**config.mk**
```make
export PLATFORM = sky130hd
export DESIGN_NAME = digit_draw
export DESIGN_NICKNAME = d
export VERILOG_FILES = /design/src/rtl/digit_draw.sv
export SDC_FILE = /design/constraint.sdc
export NUM_CORES = 1
export LEC_CHECK = 0
export BUFFER_PORTS_ARGS = -buffer_cell sky130_fd_sc_hd__buf_4
export CAP_MARGIN = 20
export CORE_MARGIN = 1
export CORE_UTILIZATION = 49
export CTS_BUF_LIST = sky130_fd_sc_hd__clkbuf_4 sky130_fd_sc_hd__clkbuf_8 sky130_fd_sc_hd__clkbuf_16
export DETAILED_ROUTE_END_ITERATION = 6
export PLACE_DENSITY = 0.84
export SLEW_MARGIN = 30
export SYNTH_ARGS = -nofsm -noshare
export SYNTH_HDL_FRONTEND = slang
export SYNTH_SLANG_ARGS = --single-unit
```
**constraint.sdc**
```tcl
create_clock -name clk -period 2.22 [get_ports clk]
set_input_delay 0.222 -clock clk [delete_from_list [all_inputs] [get_ports clk]]
set_output_delay 0.222 -clock clk [all_outputs]
set_load 0.1 [all_outputs]
```
**src/rtl/digit_draw.sv**
```systemverilog
// Glyph scanner for the score/time display: on a slot load it latches that slot's
// BCD digit and plots a 4x5 glyph, one pixel per cycle, then pulses drawDone.
module digit_draw #(
  parameter logic [7:0] SCORE_TEN_X = 8'd10,
  parameter logic [7:0] SCORE_ONE_X = 8'd15,
  parameter logic [7:0] TIME_TEN_X  = 8'd130,
  parameter logic [7:0] TIME_ONE_X  = 8'd135,
  parameter logic [6:0] DIGIT_Y     = 7'd4,
  parameter logic [2:0] FG_COLOUR   = 3'b111,
  parameter logic [2:0] BG_COLOUR   = 3'b000
) (
  input  logic       clk,
  input  logic       reset,
  input  logic       ld_scoreTen,
  input  logic       ld_scoreOne,
  input  logic       ld_timeTen,
  input  logic       ld_timeOne,
  input  logic [3:0] scoreTen,
  input  logic [3:0] scoreOne,
  input  logic [3:0] timeTen,
  input  logic [3:0] timeOne,
  output logic [7:0] x,
  output logic [6:0] y,
  output logic [2:0] colour,
  output logic       plot,
  output logic       drawDone
);

  typedef enum logic [1:0] {IDLE, DRAW, DONE} state_t;

  state_t     state_reg, state_next;
  logic [1:0] col_reg, col_next;
  logic [2:0] row_reg, row_next;
  logic [1:0] slot_reg, slot_next;
  logic [3:0] digit_reg, digit_next;
  logic [7:0] x_reg;
  logic [6:0] y_reg;
  logic [2:0] colour_reg;

  logic [7:0] slot_x;
  logic [3:0] row_bits;
  logic [7:0] pix_x;
  logic [6:0] pix_y;
  logic [2:0] pix_colour;

  // One nibble per row, top row in the high nibble, MSB is the leftmost pixel.
  function automatic logic [3:0] glyph(input logic [3:0] d, input logic [2:0] r);
    logic [19:0] g;
    g = 20'h0;
    case (d)
      4'd0: g = 20'hF999F;
      4'd1: g = 20'h26227;
      4'd2: g = 20'hF1F8F;
      4'd3: g = 20'hF171F;
      4'd4: g = 20'h99F11;
      4'd5: g = 20'hF8F1F;
      4'd6: g = 20'hF8F9F;
      4'd7: g = 20'hF1244;
      4'd8: g = 20'hF9F9F;
      4'd9: g = 20'hF9F1F;
      default: g = 20'h0;
    endcase
    case (r)
      3'd0: glyph = g[19:16];
      3'd1: glyph = g[15:12];
      3'd2: glyph = g[11:8];
      3'd3: glyph = g[7:4];
      3'd4: glyph = g[3:0];
      default: glyph = 4'h0;
    endcase
  endfunction

  always_comb begin
    case (slot_reg)
      2'd0: slot_x = SCORE_TEN_X;
      2'd1: slot_x = SCORE_ONE_X;
      2'd2: slot_x = TIME_TEN_X;
      default: slot_x = TIME_ONE_X;
    endcase
    row_bits   = glyph(digit_reg, row_reg);
    pix_x      = slot_x + {6'd0, col_reg};
    pix_y      = DIGIT_Y + {4'd0, row_reg};
    pix_colour = row_bits[2'd3 - col_reg] ? FG_COLOUR : BG_COLOUR;
  end

  always_comb begin
    state_next = state_reg;
    col_next   = col_reg;
    row_next   = row_reg;
    slot_next  = slot_reg;
    digit_next = digit_reg;
    case (state_reg)
      IDLE: begin
        if (ld_scoreTen | ld_scoreOne | ld_timeTen | ld_timeOne) begin
          state_next = DRAW;
          col_next   = 2'd0;
          row_next   = 3'd0;
          // Fixed priority; the losing requests are simply dropped.
          if (ld_scoreTen) begin
            slot_next  = 2'd0;
            digit_next = scoreTen;
          end else if (ld_scoreOne) begin
            slot_next  = 2'd1;
            digit_next = scoreOne;
          end else if (ld_timeTen) begin
            slot_next  = 2'd2;
            digit_next = timeTen;
          end else begin
            slot_next  = 2'd3;
            digit_next = timeOne;
          end
        end
      end
      DRAW: begin
        if (col_reg == 2'd3) begin
          col_next = 2'd0;
          if (row_reg == 3'd4) begin
            row_next   = 3'd0;
            state_next = DONE;
          end else begin
            row_next = row_reg + 3'd1;
          end
        end else begin
          col_next = col_reg + 2'd1;
        end
      end
      DONE: state_next = IDLE;
      default: state_next = IDLE;
    endcase
  end

  always_ff @(posedge clk) begin
    if (!reset) begin
      state_reg  <= IDLE;
      col_reg    <= 2'd0;
      row_reg    <= 3'd0;
      slot_reg   <= 2'd0;
      digit_reg  <= 4'd0;
      x_reg      <= 8'd0;
      y_reg      <= 7'd0;
      colour_reg <= BG_COLOUR;
    end else begin
      state_reg <= state_next;
      col_reg   <= col_next;
      row_reg   <= row_next;
      slot_reg  <= slot_next;
      digit_reg <= digit_next;
      // Remember the last plotted pixel so the bus holds still between scans.
      if (state_reg == DRAW) begin
        x_reg      <= pix_x;
        y_reg      <= pix_y;
        colour_reg <= pix_colour;
      end
    end
  end

  assign plot     = (state_reg == DRAW);
  assign drawDone = (state_reg == DONE);
  assign x        = plot ? pix_x : x_reg;
  assign y        = plot ? pix_y : y_reg;
  assign colour   = plot ? pix_colour : colour_reg;

endmodule

```
==> Word-level counts from Yosys, hierarchy flattened <==
Memory sizes are Yosys's and may differ from the RTL's. A register that Yosys moved wholly into a read port is not among the register bits.
Cells that the tools add are included.
{ "word_totals": {"latch_bits": 0, "ramBits": 0, "mem_bits_ro": 320, "reg_bits": 31, "in_bits": 22, "wordCells": 65, "n_memories": 1, "output_inout_bits": 20} }
{ "op_classes": {"bitwise_logic": 3, "magnitude_cmp": 1, "shift": 0, "n_eq_ne": 12, "mul": 0, "n_mux": 27, "div_mod_pow": 0, "n_reduce_logical": 8, "add_sub_neg": 5} }
{ "mem_list": {"columns": ["memory", "words", "word_bits", "rd", "rd_ports_with_merged_regs", "wr", "line_no", "text"], "rows": [
  ["(no name shown)", 16, 20, 1, 1, 0, "50", "case (d)"]
]} }
{ "ops": {"columns": ["op", "n"], "rows": [
  ["8-bit case mux with 3 select lines", 1],
  ["4-bit two-way mux", 5],
  ["4-bit case mux with 5 select lines", 1],
  ["3-bit two-way mux", 5],
  ["2-bit two-way mux", 7],
  ["8-bit by 2-bit adder with 8-bit output", 1],
  ["8-bit two-way mux", 1],
  ["2-bit case mux with 2 select lines", 2],
  ["7-bit two-way mux", 1],
  ["2-bit equality test (second input constant)", 3],
  ["3-bit by 2-bit equality test with 1-bit output (second input constant)", 2],
  ["3-bit case mux with 2 select lines", 1],
  ["3-bit AND reduction", 2],
  ["3-bit by 3-bit adder with 4-bit output (first input constant)", 1],
  ["2-bit by 1-bit equality test with 1-bit output (second input constant)", 2],
  ["2-bit zero test", 2],
  ["2-bit by 1-bit inequality test with 1-bit output (second input constant)", 2],
  ["2-bit AND reduction", 2],
  ["3-bit by 1-bit adder with 3-bit output (second input constant)", 1],
  ["3-bit by 1-bit equality test with 1-bit output (second input constant)", 1],
  ["3-bit equality test (second input constant)", 1],
  ["3-bit zero test", 1],
  ["2-bit by 3-bit < comparator with 1-bit output (second input constant)", 1],
  ["1-bit bitwise OR", 3],
  ["6 further kinds", 7]
]} }

==> Depth between registers and ports, before layout <==
Gate-level depths: netlist of run 1.
{ "logic_depth": {"word_depth": 6, "ltp_mapped": 9, "mapped_depth_nobuf": 8} }

==> Least setup slack after synthesis of run 1 <==
No wires, ideal clock.
{ "synth_path": {"kind": "reg2reg", "startpoint": "register col_reg[0]", "endpoint": "register x_reg[2]", "arrival_time_ps": 3391, "required_time_ps": 2149, "stages_incl_launch_ff": 7, "path_slack_ps": -1242, "path_buffers": 0, "synth_period_minus_slack_ps": 3462, "setup_ps": 71, "cell_sequence": "dfxtp_1 > ha_1 > inv_1 > ha_1 > xor2_1 > o21ai_0 > and2_1"} }
{ "synth_between": {"elab_chain_len": 2} }
{ "synth_rtl": {"columns": ["element", "line_no", "text"], "rows": [
  ["start, declared", "32", "logic [1:0] col_reg, col_next;"],
  ["start signal, assigned", "144", "col_reg <= col_next;"],
  ["8-bit by 2-bit adder with 8-bit output", "81", "pix_x = slot_x + {6'd0, col_reg};"],
  ["8-bit two-way mux", null, null],
  ["via x[2]", "22", "output logic [7:0] x,"],
  ["end signal, assigned", "150", "x_reg <= pix_x;"],
  ["end, declared", "36", "logic [7:0] x_reg;"]
]} }
The timed path passes the listed nets, and every way through them passes these cells.
A chain may end at the register's enable or synchronous reset.

==> Worst setup path in the final report of run 1 <==
{ "layout_path": {"startpoint": "register row_reg[0]", "endpoint": "output port colour[0]"} }
{ "layout_between": {"elab_chain_len": 6, "word_cells_on_any_way": 10, "cone_classes": "eq/ne: 4; mux: 5; reduce/logical: 1"} }
{ "layout_rtl": {"columns": ["element", "line_no", "text"], "rows": [
  ["start, declared", "33", "logic [2:0] row_reg, row_next;"],
  ["start signal, assigned", "145", "row_reg <= row_next;"],
  ["3-bit equality test, or another cell as far along", "63", "case (r)"],
  ["4-bit case mux with 5 select lines *", "63", null],
  ["1-bit binary-select mux with 2-bit select *", "83", "pix_colour = row_bits[2'd3 - col_reg] ? FG_COLOUR : BG_COLOUR;"],
  ["1-bit two-way mux (not written as such) *", "83", null],
  ["3-bit two-way mux *", "83", null],
  ["3-bit two-way mux *", null, null],
  ["end, declared", "24", "output logic [2:0] colour,"]
]} }
Every way passes the cells marked *; elsewhere a longest branch is shown, timed or not. The select of a mux whose other input is x is not followed.

==> flow_summary.yaml, run 1 <==
status:
  status: "finished, violations left"
  violations: "negative setup slack"
worst_setup_path:
  slowest_delay_ps: 380
  worstPathRequired_ps: 2000
  timing.critical_path.from_type: "flip-flop"
  path_max_fanout: 6
  crit_slowest_cell: "dfxtp_4"
  endpoint_kind: "output port"
  worstPathCellList: "inv_4, ha_2, a22oi_1, o2111ai_1, o211ai_1, a21bo_4, nand2_4, buf_12"
  arrival_ps: 2010
  path_class: "reg -> out"
sta:
  setup-tns-final_ps: -24.94
  setup_viol: 3
  worst_pin_slew_ps: 460.7
  rsz0062_at_grt: "true"
  finalHoldViolations: 0
  timing.fmax_ghz: 0.4479
  fin_ws_ps: -12.79
  min_period_ps: 2233
  relSlewSlack_pct: 69.19
  timing.final.crit_share_pct: 100.6
  fin_worst_skew_ps: 7.199
  slew_viol_final: 0
  holdWs_ps: 298.8
floorplan:
  coreArea_mm2: 0.004414
  start_util_pct: 51.62
  die-area_mm2: 0.004927
  die_x_um: 70.19
  die_y_um: 70.19
  io_pins: 42
  fp-row-count: 24
finish:
  synthToLayoutAreaGrowth_pct: 28.67
  final_common_cell: "buf_4"
  final_cell_mix: "46 x buf_4, 45 x dfxtp_1, 33 x nand2_1"
  drive_above_1_share_pct: 31.70
  finalNetCount: 342
  diodes: 0
drt:
  drt_iter0_markers: 95
  wl_per_cell_um: 14.76
  drt_first_pass_iters: 4
  drc_errors: 0
  viasPerCell: 5.603
  vias: 2006
  postRouteAntennaNets: 0
  drt-total-wl_um: 5285
clocking:
  cts_sinks: 47
  hold_buffers: 0
  clockBufferDepth: 2
  clk_latency_ps: 300
  cts_root_buffer: "clkbuf_8"
  cts_inserted_buffers: 5
  clk_pin_slew_ps: 80
  tritoncts: "done"
  h-tree-depth: 2
power_and_ir_drop:
  ir_drop_v: 0.0003360
  seq_power_share_pct: 45.5
  power.density_mw_per_mm2: 726.5
  pwr-share-clk_pct: 22.4
  cellLeakagePower_nw: 1.261
  combPwrFrac_pct: 32.1
  swShare_pct: 35.10
  p_sw_mw: 0.7475
  p_int_mw: 1.382
  finalPower_mw: 2.130
logic_synthesis:
  synth_mux_area_share_pct: 2.965
  synth_compound_area_share_pct: 19.06
  synth_top_area_share_pct: 41.30
  syn_area_mm2: 0.002278
  synth_top_family_by_area: "simple AND/OR/NAND/NOR gates"
  syn-num-nets: 297
  yosys.area_share.simple_pct: 23.61
  ys_top_cells_by_area: "dfxtp_1 41%, ha_1 7.1%, nand2_1 6.6%, and2_1 4.1%, a21oi_1 2.9%"
  synth_cells: 262
  synth-edff-count: 0
  ys_seq_area_share_pct: 41.30
  synth_adder_area_share_pct: 7.139
  async_reset_ff_share_pct: 0
  syn_area_per_cell_um2: 8.696
  yosys.area.top_type: "dfxtp_1"
  synth_xor_area_share_pct: 0.7688
  synthDistinctLibCells: 49
  synth_seq_cells: 47
  yosys_most_used_dff: "dfxtp_1"
  yosys_warnings: 0
global_routing:
  grt_first_pass_wirelength_um: 8335
  antenna_found_initial: 0
  grt_max_degree: 34
  grt_pass1_vias: 1894
  grt-ovfl-total: 0
  track_usage_pct: 21.33
place:
  hpwl_um: 3662
  place_congestion: 0.8654
  port_buffers: 41
flow_run:
  maxCapViolations: 0
min_path:
  hp-class: "in -> reg"
## cells by family (layout without fill, tap and decap cells)
kind of cell               after synthesis  count (layout)
xor gates and xnor gates                 2               2
DFF                                     47              47
muxes                                    6               6
and+or+nand+nor                        105             105
AOI/OAI and AO/OA                       61              61
adders and majority gates               13              13
buffers and inverters                   28              72
## stage by stage
stage / setup WS (ps) / utilization, % / cell area [um2] / std cells
2_1_floorplan: -290.2 / - / 2305 / 262
3_3_place_gp: 107.1 / 60.43 / 2668 / 349
3_5_place_dp: 102.9 / 60.43 / 2668 / 349
4_1_cts: 2.903 / 63.49 / 2803 / 355
5_1_grt: -88.92 / 66.41 / 2932 / 358
6_report: -12.79 / 66.41 / 2932 / 358
## repair_timing
item / CTS / global route
setup endpoints to repair: 3 / 3
gates cloned: 0 / 0
buffers inserted: 0 / 3
resized for setup: 15 / 26
pin swaps: 1 / 10
## cells in the mapped netlist (2+ instances only)
cell type	n
nand2_1	40
o211ai_1	6
xor2_1	2
clkbuf_1	10
o2111ai_1	3
a21boi_0	7
a22oi_1	4
inv_2	2
ha_1	13
nor3_1	6
o21ai_0	12
and2_1	15
and3_1	7
or3_1	2
nor2_1	7
nand3_1	8
nor4_1	2
inv_1	13
mux2_2	2
mux2i_1	3
dfxtp_1	47
or2_2	2
a21oi_1	13
o221ai_1	3
nor2b_1	4
a31oi_1	2
nand2b_1	5
## layer usage
| layer | vias up | part of all wire (%) | wire length (um) | global-route usage [%] |
|---|---|---|---|---|
| li1 | 1001 | - | - | - |
| met3 | 8 | 4.0 | 214 | 4.185 |
| met4 | 0 | 1.8 | 93 | 10.00 |
| met1 | 938 | 43 | 2281 | 26.11 |
| met5 | - | 0 | 0 | 0 |
| met2 | 59 | 51 | 2696 | 35.90 |
## worst max-delay path: cells and delay by family, from the launching register on
| family | cells | cell delay (ps) |
|---|---|---|
| buffers and inverters | 2 | 240 |
| adder cells (fa/ha/maj) | 1 | 210 |
| AND/OR/NAND/NOR | 1 | 90 |
| AO/OA/AOI/OAI | 4 | 800 |
| flip-flops | 1 | 380 |
## power groups by stage
stage	clock, mW	sequential, mW	combinational [mW]
after detailed placement	0	0.982	0.602
after floorplan	0	0.970	0.466
final	0.478	0.968	0.684
after CTS	0.490	0.964	0.631
after global routing	0.521	0.977	0.729
after global placement	0	0.978	0.593
## path summary, 6_finish.rpt
kind,to,slack (ps),cells after the start,start
setup / recovery,colour[0],-10,8,row_reg[0]
hold / removal,state_reg[1],300,3,reset
setup reg to reg,flip-flop,190,7,state_reg[1]
hold reg to reg,x_reg[5],490,1,x_reg[5]
## cell type report
type / count / area, um2
inverters: 15 / 63.81
fillers: 364 / 1483
flip-flops and latches: 47 / 948.4
multi-input cells: 187 / 1350
clock buffers: 5 / 68.82
clock inverters: 1 / 7.507
well taps: 52 / 65.06
repair buffers: 51 / 427.9
No activity file was read; power rests on OpenSTA's default activity.
==> run 2, diff against run 1 <==
--- a/config.mk
+++ b/config.mk
@@ -7,11 +7,14 @@
 export LEC_CHECK = 0
 export BUFFER_PORTS_ARGS = -buffer_cell sky130_fd_sc_hd__buf_4
 export CAP_MARGIN = 20
+export CELL_PAD_IN_SITES_DETAIL_PLACEMENT = 1
+export CELL_PAD_IN_SITES_GLOBAL_PLACEMENT = 1
 export CORE_MARGIN = 1
-export CORE_UTILIZATION = 49
+export CORE_UTILIZATION = 37
 export CTS_BUF_LIST = sky130_fd_sc_hd__clkbuf_4 sky130_fd_sc_hd__clkbuf_8 sky130_fd_sc_hd__clkbuf_16
 export DETAILED_ROUTE_END_ITERATION = 6
-export PLACE_DENSITY = 0.84
+export GPL_TIMING_DRIVEN = 0
+export PLACE_DENSITY = 0.85
 export SLEW_MARGIN = 30
 export SYNTH_ARGS = -nofsm -noshare
 export SYNTH_HDL_FRONTEND = slang
==> flow_summary.yaml, run 2 (synthesis gave the netlist of run 1 again) <==
status:
  status: "finished, violations left"
  violations: "negative setup slack"
place:
  place_congestion: 0.8145
  placed_cells: 377
  hpwl_um: 4231
  pre_cts_ws_ps: -267.3
  port_buffers: 40
worst_setup_path:
  worstPathCellList: "buf_6, ha_4, a22oi_2, o2111ai_1, o211ai_1, a21bo_2, nand2_2, buf_12"
  endpoint_kind: "output port"
  worst-path-buf-inv: 2
  path_depth: 8
  critPathTopFamily: "compound AO/OA/AOI/OAI gates"
  timing.critical_path.from_type: "flip-flop"
  slowest_delay_ps: 390
  path_max_fanout: 6
  crit_slowest_cell: "dfxtp_4"
  arrival_ps: 2020
  rr_worst_depth: 7
  path_class: "reg -> out"
  worstPathRequired_ps: 2000
drt:
  postRouteAntennaNets: 0
  vias: 2028
  drt-total-wl_um: 5782
  wl_per_cell_um: 14.90
  drc_errors: 0
  viasPerCell: 5.227
  drt_first_pass_iters: 4
  drt_iter0_markers: 85
finish:
  diodes: 0
  final_cell_mix: "43 x dfxtp_1, 41 x buf_4, 33 x nand2_1"
  final_common_cell: "dfxtp_1"
  utilization_pct: 50.17
  drive_above_1_share_pct: 32.91
  synthToLayoutAreaGrowth_pct: 30.37
  stdcell_count: 388
  finalNetCount: 347
min_path:
  hp-class: "in -> reg"
  hold_depth: 3
global_routing:
  track_usage_pct: 19.33
  grt_max_degree: 17
  grt_pass1_vias: 2004
  grt-ovfl-total: 0
  grtUsageMet3_pct: 3.750
  antenna_found_initial: 0
  grt_first_pass_wirelength_um: 9439
  busiest_layer: "met2"
  global_route.usage.met2_pct: 34.41
  use_met1_pct: 22.78
floorplan:
  start_util_pct: 38.48
  fp-row-count: 28
  die_y_um: 80.47
  die_x_um: 80.47
  io_pins: 42
  die-area_mm2: 0.006475
  coreArea_mm2: 0.005921
sta:
  relSlewSlack_pct: 72.12
  rsz0062_at_grt: "true"
  worst_pin_slew_ps: 413.8
  timing.fmax_ghz: 0.4470
  fin_ws_ps: -17.36
  min_period_ps: 2237
  slew_viol_final: 0
  setup_viol: 2
  finalHoldViolations: 0
  setup-tns-final_ps: -28.39
  holdWs_ps: 324.8
  fin_worst_skew_ps: 2.707
  timing.final.crit_share_pct: 100.8
clocking:
  clk_latency_ps: 310
  hold_buffers: 0
  clockBufferDepth: 2
  cts_sinks: 47
  tritoncts: "done"
  h-tree-depth: 2
  cts_inserted_buffers: 5
  clk_pin_slew_ps: 90
  cts_root_buffer: "clkbuf_8"
power_and_ir_drop:
  power.density_mw_per_mm2: 733.9
  cellLeakagePower_nw: 1.275
  ir_drop_v: 0.0003917
flow_run:
  maxCapViolations: 0
==> run 2: cell count changes in the layout (fill, tap and decap cells not counted), sizes merged <==
cell,before,now
clkinv,0,1
inv,15,17
buf,51,48
clkinvlp,1,0
clkbuf,5,13
==> run 2: cell type report <==
type,count,area (um2)
Fill cell,709,2950
Inverter,15,61.31
Sequential cell,47,950.9
Clock buffer,5,68.82
Timing Repair Buffer,45,377.9
Multi-Input combinational cell,187,1336
Tap cell,75,93.84
Clock inverter,3,22.52
Buffer,11,58.81
==> run 2: metal layers <==
metal  vias up  routed length (um)
met5         -                   0
met4         0                  84
met3         7                 191
met2        42                2933
met1       960                2572
li1       1019                   -
==> run 2: report_power, final <==
part,switching (mW),internal [mW],total [mW]
Clock,0.308,0.228,0.536
Combinational,0.438,0.238,0.676
Sequential,0.0407,0.927,0.968
Total,0.787,1.39,2.18
==> run 2: stage by stage <==
stage	power, mW	area (um2)
floorplan	1.436	2305
detailed placement	1.593	2699
finish	2.180	2970
CTS	2.183	2935
global placement	1.577	2699
global route	2.287	2970
==> run 2: what timing repair did <==
| action | 4_1_cts | 5_1_grt |
|---|---|---|
| gates resized for setup | 36 | 7 |
| setup buffers | 4 | 1 |
| endpoints found under the setup margin | 21 | 24 |
| pin swaps | 7 | 6 |
==> run 2: tightest hold or removal path, delay by kind of cell <==
family | cells | cell delay (ps)
compound gates | 1 | 120
buf+inv | 2 | 240
==> run 2: final timing paths <==
kind	start	to	slack [ps]
worst max-delay path	row_reg[0]	colour[0]	-20
worst min-delay path	reset	digit_reg[2]	320
worst max register to register	state_reg[1]	flip-flop	170
worst min register to register	y_reg[5]	y_reg[5]	490
